--- src/rtl/axil_lite_master.sv ---
// axil_lite_master
// Single-outstanding AXI4-Lite initiator. A simple request/response stream
// is converted into one AXI-Lite write (AW + W + B) or read (AR + R)
// transaction at a time. It is intended to program the AXI_LITE_UART
// register map (data 0x0000, rx 0x0004, baud 0x0008, parity 0x000C,
// status 0x0010) from on-chip logic.
//
// Optional build macro: AXIL_LITE_MASTER_TIMEOUT_EN
//   When defined, a per-transaction watchdog aborts any transaction that
//   stays outside IDLE/RSP for TIMEOUT_CYCLES cycles. The abort drops all
//   AXI valids/readies and returns rsp_resp = 2'b11 with rsp_rdata = 0.
//   When undefined, the block waits for the slave indefinitely, and
//   TIMEOUT_CYCLES is present only for a parameter-compatible interface.
//
// Every output is a flop. a_reset is synchronous and active-high.

module axil_lite_master #(
  parameter int ADDR_W         = 16,
  parameter int TIMEOUT_CYCLES = 1024
) (
  input  logic              clk,
  input  logic              a_reset,

  // request stream
  input  logic              req_valid,
  output logic              req_ready,
  input  logic              req_write,
  input  logic [ADDR_W-1:0] req_addr,
  input  logic [31:0]       req_wdata,
  input  logic [3:0]        req_wstrb,

  // response stream
  output logic              rsp_valid,
  input  logic              rsp_ready,
  output logic              rsp_write,
  output logic [31:0]       rsp_rdata,
  output logic [1:0]        rsp_resp,

  // write-address channel
  output logic [ADDR_W-1:0] M_AXI_LITE_awaddr,
  output logic              M_AXI_LITE_awvalid,
  input  logic              M_AXI_LITE_awready,

  // write-data channel
  output logic [31:0]       M_AXI_LITE_wdata,
  output logic [3:0]        M_AXI_LITE_wstrb,
  output logic              M_AXI_LITE_wvalid,
  input  logic              M_AXI_LITE_wready,

  // write-response channel
  input  logic [1:0]        M_AXI_LITE_bresp,
  input  logic              M_AXI_LITE_bvalid,
  output logic              M_AXI_LITE_bready,

  // read-address channel
  output logic [ADDR_W-1:0] M_AXI_LITE_araddr,
  output logic              M_AXI_LITE_arvalid,
  input  logic              M_AXI_LITE_arready,

  // read-data channel
  input  logic [31:0]       M_AXI_LITE_rdata,
  input  logic [1:0]        M_AXI_LITE_rresp,
  input  logic              M_AXI_LITE_rvalid,
  output logic              M_AXI_LITE_rready
);

  // FSM encoding
  localparam logic [2:0] ST_IDLE    = 3'd0;
  localparam logic [2:0] ST_WR_AW_W = 3'd1;
  localparam logic [2:0] ST_WR_B    = 3'd2;
  localparam logic [2:0] ST_RD_AR   = 3'd3;
  localparam logic [2:0] ST_RD_R    = 3'd4;
  localparam logic [2:0] ST_RSP     = 3'd5;

  // Response code reported when the watchdog aborts a transaction
  localparam logic [1:0] RESP_TIMEOUT = 2'b11;

  // ---------------------------------------------------------------------
  // State and output registers
  // ---------------------------------------------------------------------
  logic [2:0]        state_r;
  logic              req_ready_r;
  logic              rsp_valid_r;
  logic              rsp_write_r;
  logic [31:0]       rsp_rdata_r;
  logic [1:0]        rsp_resp_r;
  logic [ADDR_W-1:0] addr_r;
  logic [31:0]       wdata_r;
  logic [3:0]        wstrb_r;
  logic              awvalid_r;
  logic              wvalid_r;
  logic              bready_r;
  logic              arvalid_r;
  logic              rready_r;

  // Next-state values
  logic [2:0]        state_nxt_s;
  logic              req_ready_nxt_s;
  logic              rsp_valid_nxt_s;
  logic              rsp_write_nxt_s;
  logic [31:0]       rsp_rdata_nxt_s;
  logic [1:0]        rsp_resp_nxt_s;
  logic [ADDR_W-1:0] addr_nxt_s;
  logic [31:0]       wdata_nxt_s;
  logic [3:0]        wstrb_nxt_s;
  logic              awvalid_nxt_s;
  logic              wvalid_nxt_s;
  logic              bready_nxt_s;
  logic              arvalid_nxt_s;
  logic              rready_nxt_s;

  // Helper decodes
  logic              req_accept_s;   // request handshake this cycle
  logic              busy_s;         // waiting on the slave
  logic              complete_s;     // B or R handshake this cycle
  logic              aw_pending_s;   // AW still outstanding after this cycle
  logic              w_pending_s;    // W still outstanding after this cycle
  logic              tmo_abort_s;    // watchdog fires this cycle

  assign req_accept_s = (state_r == ST_IDLE) && req_ready_r && req_valid;
  assign busy_s       = (state_r == ST_WR_AW_W) || (state_r == ST_WR_B) ||
                        (state_r == ST_RD_AR)   || (state_r == ST_RD_R);
  assign complete_s   = ((state_r == ST_WR_B) && bready_r && M_AXI_LITE_bvalid) ||
                        ((state_r == ST_RD_R) && rready_r && M_AXI_LITE_rvalid);
  assign aw_pending_s = awvalid_r && !M_AXI_LITE_awready;
  assign w_pending_s  = wvalid_r  && !M_AXI_LITE_wready;

`ifdef AXIL_LITE_MASTER_TIMEOUT_EN
  // ---------------------------------------------------------------------
  // Watchdog: cleared on request accept, counts every busy cycle
  // ---------------------------------------------------------------------
  localparam int TMO_W = $clog2(TIMEOUT_CYCLES) + 1;
  localparam logic [TMO_W-1:0] TMO_LAST = TMO_W'(TIMEOUT_CYCLES - 1);

  logic [TMO_W-1:0] tmo_cnt_r;
  logic [TMO_W-1:0] tmo_cnt_nxt_s;

  // A completing B/R handshake wins over a same-cycle expiry
  assign tmo_abort_s = busy_s && (tmo_cnt_r == TMO_LAST) && !complete_s;

  // Watchdog counter next value
  always_comb begin
    tmo_cnt_nxt_s = tmo_cnt_r;
    if (req_accept_s) begin
      tmo_cnt_nxt_s = {TMO_W{1'b0}};
    end else if (busy_s && (tmo_cnt_r != TMO_LAST)) begin
      tmo_cnt_nxt_s = tmo_cnt_r + {{(TMO_W-1){1'b0}}, 1'b1};
    end else begin
      tmo_cnt_nxt_s = tmo_cnt_r;
    end
  end

  // Watchdog counter register
  always_ff @(posedge clk) begin
    if (a_reset) begin
      tmo_cnt_r <= {TMO_W{1'b0}};
    end else begin
      tmo_cnt_r <= tmo_cnt_nxt_s;
    end
  end
`else
  assign tmo_abort_s = 1'b0;
`endif

  // Transaction FSM and next-value computation for every output register
  always_comb begin
    state_nxt_s     = state_r;
    req_ready_nxt_s = req_ready_r;
    rsp_valid_nxt_s = rsp_valid_r;
    rsp_write_nxt_s = rsp_write_r;
    rsp_rdata_nxt_s = rsp_rdata_r;
    rsp_resp_nxt_s  = rsp_resp_r;
    addr_nxt_s      = addr_r;
    wdata_nxt_s     = wdata_r;
    wstrb_nxt_s     = wstrb_r;
    awvalid_nxt_s   = awvalid_r;
    wvalid_nxt_s    = wvalid_r;
    bready_nxt_s    = bready_r;
    arvalid_nxt_s   = arvalid_r;
    rready_nxt_s    = rready_r;

    if (tmo_abort_s) begin
      // Error recovery: abandon the slave and report a timeout
      awvalid_nxt_s   = 1'b0;
      wvalid_nxt_s    = 1'b0;
      bready_nxt_s    = 1'b0;
      arvalid_nxt_s   = 1'b0;
      rready_nxt_s    = 1'b0;
      rsp_resp_nxt_s  = RESP_TIMEOUT;
      rsp_rdata_nxt_s = 32'h0000_0000;
      rsp_valid_nxt_s = 1'b1;
      state_nxt_s     = ST_RSP;
    end else begin
      case (state_r)
        ST_IDLE: begin
          if (req_accept_s) begin
            // Capture the request; the same address feeds both AW and AR buses
            addr_nxt_s      = req_addr;
            wdata_nxt_s     = req_wdata;
            wstrb_nxt_s     = req_wstrb;
            rsp_write_nxt_s = req_write;
            req_ready_nxt_s = 1'b0;
            if (req_write) begin
              awvalid_nxt_s = 1'b1;
              wvalid_nxt_s  = 1'b1;
              state_nxt_s   = ST_WR_AW_W;
            end else begin
              arvalid_nxt_s = 1'b1;
              state_nxt_s   = ST_RD_AR;
            end
          end else begin
            // Also raises req_ready on the first cycle out of reset
            req_ready_nxt_s = 1'b1;
          end
        end

        ST_WR_AW_W: begin
          // AW and W retire independently, in either order or together
          awvalid_nxt_s = aw_pending_s;
          wvalid_nxt_s  = w_pending_s;
          if (!aw_pending_s && !w_pending_s) begin
            bready_nxt_s = 1'b1;
            state_nxt_s  = ST_WR_B;
          end else begin
            state_nxt_s  = ST_WR_AW_W;
          end
        end

        ST_WR_B: begin
          if (bready_r && M_AXI_LITE_bvalid) begin
            rsp_resp_nxt_s  = M_AXI_LITE_bresp;
            rsp_rdata_nxt_s = 32'h0000_0000;
            bready_nxt_s    = 1'b0;
            rsp_valid_nxt_s = 1'b1;
            state_nxt_s     = ST_RSP;
          end else begin
            state_nxt_s     = ST_WR_B;
          end
        end

        ST_RD_AR: begin
          if (arvalid_r && M_AXI_LITE_arready) begin
            arvalid_nxt_s = 1'b0;
            rready_nxt_s  = 1'b1;
            state_nxt_s   = ST_RD_R;
          end else begin
            state_nxt_s   = ST_RD_AR;
          end
        end

        ST_RD_R: begin
          if (rready_r && M_AXI_LITE_rvalid) begin
            rsp_rdata_nxt_s = M_AXI_LITE_rdata;
            rsp_resp_nxt_s  = M_AXI_LITE_rresp;
            rready_nxt_s    = 1'b0;
            rsp_valid_nxt_s = 1'b1;
            state_nxt_s     = ST_RSP;
          end else begin
            state_nxt_s     = ST_RD_R;
          end
        end

        ST_RSP: begin
          // Response held stable until consumed
          if (rsp_valid_r && rsp_ready) begin
            rsp_valid_nxt_s = 1'b0;
            req_ready_nxt_s = 1'b1;
            state_nxt_s     = ST_IDLE;
          end else begin
            state_nxt_s     = ST_RSP;
          end
        end

        default: begin
          // Unreachable encoding: park safely with the bus quiet
          awvalid_nxt_s   = 1'b0;
          wvalid_nxt_s    = 1'b0;
          bready_nxt_s    = 1'b0;
          arvalid_nxt_s   = 1'b0;
          rready_nxt_s    = 1'b0;
          rsp_valid_nxt_s = 1'b0;
          req_ready_nxt_s = 1'b0;
          state_nxt_s     = ST_IDLE;
        end
      endcase
    end
  end

  // State and output registers; reset forces every output low
  always_ff @(posedge clk) begin
    if (a_reset) begin
      state_r     <= ST_IDLE;
      req_ready_r <= 1'b0;
      rsp_valid_r <= 1'b0;
      rsp_write_r <= 1'b0;
      rsp_rdata_r <= 32'h0000_0000;
      rsp_resp_r  <= 2'b00;
      addr_r      <= {ADDR_W{1'b0}};
      wdata_r     <= 32'h0000_0000;
      wstrb_r     <= 4'h0;
      awvalid_r   <= 1'b0;
      wvalid_r    <= 1'b0;
      bready_r    <= 1'b0;
      arvalid_r   <= 1'b0;
      rready_r    <= 1'b0;
    end else begin
      state_r     <= state_nxt_s;
      req_ready_r <= req_ready_nxt_s;
      rsp_valid_r <= rsp_valid_nxt_s;
      rsp_write_r <= rsp_write_nxt_s;
      rsp_rdata_r <= rsp_rdata_nxt_s;
      rsp_resp_r  <= rsp_resp_nxt_s;
      addr_r      <= addr_nxt_s;
      wdata_r     <= wdata_nxt_s;
      wstrb_r     <= wstrb_nxt_s;
      awvalid_r   <= awvalid_nxt_s;
      wvalid_r    <= wvalid_nxt_s;
      bready_r    <= bready_nxt_s;
      arvalid_r   <= arvalid_nxt_s;
      rready_r    <= rready_nxt_s;
    end
  end

  // Output mapping (all straight from flops)
  assign req_ready          = req_ready_r;
  assign rsp_valid          = rsp_valid_r;
  assign rsp_write          = rsp_write_r;
  assign rsp_rdata          = rsp_rdata_r;
  assign rsp_resp           = rsp_resp_r;
  assign M_AXI_LITE_awaddr  = addr_r;
  assign M_AXI_LITE_awvalid = awvalid_r;
  assign M_AXI_LITE_wdata   = wdata_r;
  assign M_AXI_LITE_wstrb   = wstrb_r;
  assign M_AXI_LITE_wvalid  = wvalid_r;
  assign M_AXI_LITE_bready  = bready_r;
  assign M_AXI_LITE_araddr  = addr_r;
  assign M_AXI_LITE_arvalid = arvalid_r;
  assign M_AXI_LITE_rready  = rready_r;

endmodule

--- config.mk ---
export PLATFORM = sky130hd
export DESIGN_NAME = axil_lite_master
export DESIGN_NICKNAME = d
export VERILOG_FILES = /design/src/rtl/axil_lite_master.sv
export SDC_FILE = /design/constraint.sdc
export NUM_CORES = 1
export LEC_CHECK = 0
export ABC_CLOCK_PERIOD_IN_PS = 4370
export BUFFER_PORTS_ARGS = -buffer_cell sky130_fd_sc_hd__buf_2
export CORE_ASPECT_RATIO = 1.25
export CORE_UTILIZATION = 47
export CTS_CLUSTER_DIAMETER = 30
export DETAILED_ROUTE_END_ITERATION = 16
export PLACE_DENSITY = 0.95
export SLEW_MARGIN = 20
export SYNTH_ARGS = -nofsm -noshare
export SYNTH_HDL_FRONTEND = slang
export SYNTH_SLANG_ARGS = --single-unit
--- constraint.sdc ---
create_clock -name clk -period 4.37 [get_ports clk]
set_clock_uncertainty 0.2 [all_clocks]
set_input_delay 0.437 -clock clk [delete_from_list [all_inputs] [get_ports clk]]
set_output_delay 0.437 -clock clk [all_outputs]
set_load 0.01 [all_outputs]
==> impl_metrics.py <==
metrics = {
    "status": {
        "status": "finished, final reports clean",
    },
    "synth": {
        "synthMuxAreaShare": 0.00278,
        "synth-edff-count": 0,
        "synth_seq_cells": 97,
        "synth.cell_area_um2": 3600,
        "ys.flop_type": "dfxtp_1",
        "async_flop_share": 0,
        "synthCells": 410,
        "syn_nets": 508,
        "synth-seq-area-share": 0.539,
        "synth_area_leaders": "dfxtp_1 (54%), nand2_1 (12%), a21oi_1 (8.5%), a22o_1 (7.8%), buf_4 (3.3%)",
        "synth_compound_area_frac": 0.207,
        "synthDistinctLibCells": 32,
        "synth.largest_area_cell": "dfxtp_1",
        "synth_top_family_by_area": "compound AO/OA/AOI/OAI gates",
        "ys_warn_count": 0,
        "synth.avg_cell_area_um2": 8.78,
        "yosys.area_share.simple": 0.174,
        "synth_xor_area_frac": 0,
        "synthAdderAreaFrac": 0,
        "synth_top_area_share": 0.539,
    },
    "worst_setup_path": {
        "critPathRequiredTime_ns": 4.38,
        "arrival_ns": 2.53,
        "cp-start-kind": "flop",
        "path_class": "reg2reg",
        "end_kind": "flop",
        "cp_max_fo": 54,
    },
    "route": {
        "wl_um": 9300,
        "avgViaCountPerCell": 5.19,
        "ant_nets": 0,
        "firstDrtPassIters": 5,
        "drcViolationCount": 0,
        "drt_iter0_drc": 135,
        "wl_per_cell_um": 13.6,
        "vias": 3548,
    },
    "timing": {
        "finalWorstSetupSlack_ns": 1.85,
        "relSlewSlack": 0.342,
        "period_share": 0.578,
        "tns_ns": 0,
        "period_needed_ns": 2.52,
        "rsz0062_at_grt": "false",
        "fmax_ghz": 0.396,
        "fin_hold_ws_ns": 0.0924,
        "worst_pin_slew_ns": 0.985,
        "slew_viol_final": 0,
        "setup-violations-final": 0,
        "hold_violations": 0,
    },
    "place": {
        "gp_congestion": 0.875,
        "dp_hpwl_um": 6800,
        "post-place-ws_ns": 1.88,
        "place_inst": 666,
        "port_buffers": 207,
    },
    "power": {
        "p_sw_uw": 662,
        "peakVddDrop_mv": 0.257,
        "seq_power_share": 0.499,
        "pwr-share-comb": 0.219,
        "power_density_nw_per_um2": 444,
        "internal_power_mw": 1.45,
        "power.share.clock": 0.282,
        "power_leakage_nw": 2.27,
        "swShare": 0.314,
    },
    "layout": {
        "final_util": 0.641,
        "drive_above_1_share": 0.391,
        "nets": 684,
        "fin_cells": 683,
        "diodes": 0,
        "area_delta_synth_final_pct": 31.8,
    },
    "global_routing": {
        "overflow": 0,
        "grt_pass1_vias": 3245,
        "antenna_found_initial": 0,
        "grt_max_degree": 63,
        "grt_pass1_wl_um": 14500,
        "grt_usage": 0.230,
    },
    "clock_network": {
        "numCtsBuffers": 9,
        "clk_pin_slew_ns": 0.10,
        "cts_tree": "built",
        "clock_latency_ns": 0.34,
        "clockRootBuffer": "clkbuf_8",
        "cts_setup_buffers": 0,
        "cts_resized": 0,
        "cts_sinks": 97,
        "htree_levels": 3,
        "clockBufferDepth": 2,
        "cts_hold_buf": 0,
    },
    "floorplanning": {
        "rows": 35,
        "die-area_um2": 8020,
        "ios": 208,
        "die_h_um": 99.9,
        "dieWidth_um": 80.3,
        "initial_utilization": 0.487,
        "core_area_um2": 7400,
    },
    "flow_run": {
        "cap_violations": 0,
    },
    "hold_path": {
        "hold_path.class": "in2reg",
    },
}
## cell families (layout without fill, tap and decap cells)
| logic type | after synthesis | after routing |
|---|---|---|
| flip-flops | 97 | 97 |
| AO/OA/AOI/OAI | 116 | 116 |
| buffers and inverters | 47 | 228 |
| AND/OR/NAND/NOR | 149 | 149 |
| multiplexers | 1 | 1 |
## worst max-delay path, cell delays in order (launching register included)
cell,delay [ns]
dfxtp_1,0.56
nor3_2,0.34
nand3_2,0.79
a22oi_1,0.44
nor2_1,0.06
## sequential cells by signal, summed over array words and instances, names as in the netlist
| signal | flops |
|---|---|
| rsp_resp | 2 |
| M_AXI_LITE_awvalid | 1 |
| M_AXI_LITE_rready | 1 |
| req_ready | 1 |
| rsp_valid | 1 |
| M_AXI_LITE_araddr | 16 |
| rsp_write | 1 |
| M_AXI_LITE_wvalid | 1 |
| M_AXI_LITE_bready | 1 |
| state_r | 3 |
| rsp_rdata | 32 |
| M_AXI_LITE_arvalid | 1 |
| M_AXI_LITE_wdata | 32 |
| M_AXI_LITE_wstrb | 4 |
## layout by cell type (no fill, tap or decap), types with 3 or more instances in the layout
master and count:
buf_2 207, nand2_1 118, dfxtp_1 97, a21oi_1 61
a22o_1 32, nor2_1 10, clkbuf_8 10, nand2b_1 5
o21ai_1 5, a31oi_1 4, o21ai_0 3, nand3_1 3
a311oi_1 3
## metrics by stage
step / cell area, um2 / power, mW
after floorplan: 3600 / 1.37
after global placement: 4520 / 1.51
after detailed placement: 4520 / 1.53
after CTS: 4720 / 2.12
after global routing: 4750 / 2.23
final: 4750 / 2.11
## synthesized netlist by cell type, types with 2 or more instances
| library cell | n |
|---|---|
| a211oi_1 | 2 |
| a21oi_1 | 61 |
| a22o_1 | 32 |
| a311oi_1 | 3 |
| a31oi_1 | 4 |
| buf_2 | 10 |
| buf_4 | 16 |
| buf_6 | 4 |
| clkbuf_1 | 15 |
| dfxtp_1 | 97 |
| inv_1 | 2 |
| nand2_1 | 118 |
| nand2b_1 | 5 |
| nand3_1 | 4 |
| nand4b_1 | 2 |
| nor2_1 | 10 |
| nor2b_1 | 3 |
| nor3b_1 | 2 |
| o21ai_0 | 3 |
| o21ai_1 | 5 |
## metal layers
| metal | vias to the layer above | wire [um] | global-route usage |
|---|---|---|---|
| met5 | - | 0 | 0 |
| met4 | 0 | 298 | 0.130 |
| met3 | 24 | 716 | 0.0636 |
| met2 | 175 | 4770 | 0.399 |
| met1 | 1617 | 3510 | 0.249 |
| li1 | 1732 | - | - |
## power by group through the flow
stage / Sequential [mW] / Combinational, mW / Clock [mW]
after floorplan: 1.08 / 0.296 / 0
after global placement: 1.06 / 0.443 / 0
after detailed placement: 1.07 / 0.456 / 0
after CTS: 1.05 / 0.459 / 0.609
after global routing: 1.07 / 0.518 / 0.647
final: 1.05 / 0.463 / 0.595
## area by class of cell
cell class	count	area, um2
sequential	97	1940
multi-input combinational	266	1410
inverter	2	7.51
tap	92	115
timing repair buffer	210	1070
fill	613	2660
clock inverter	5	62.6
clock buffer	11	141
## worst paths after layout
check                                            to  slack, ns  cells past startpoint                 from
worst max-delay path                      rsp_write       1.85                      4           state_r[0]
worst min-delay path                   rsp_rdata[9]       0.09                      2  M_AXI_LITE_rdata[9]
worst max register to register            rsp_write       1.85                      4           state_r[0]
worst min register to register  M_AXI_LITE_wdata[6]       0.25                      2  M_AXI_LITE_wdata[6]
Note: power is estimated with default switching activity, not from simulation.
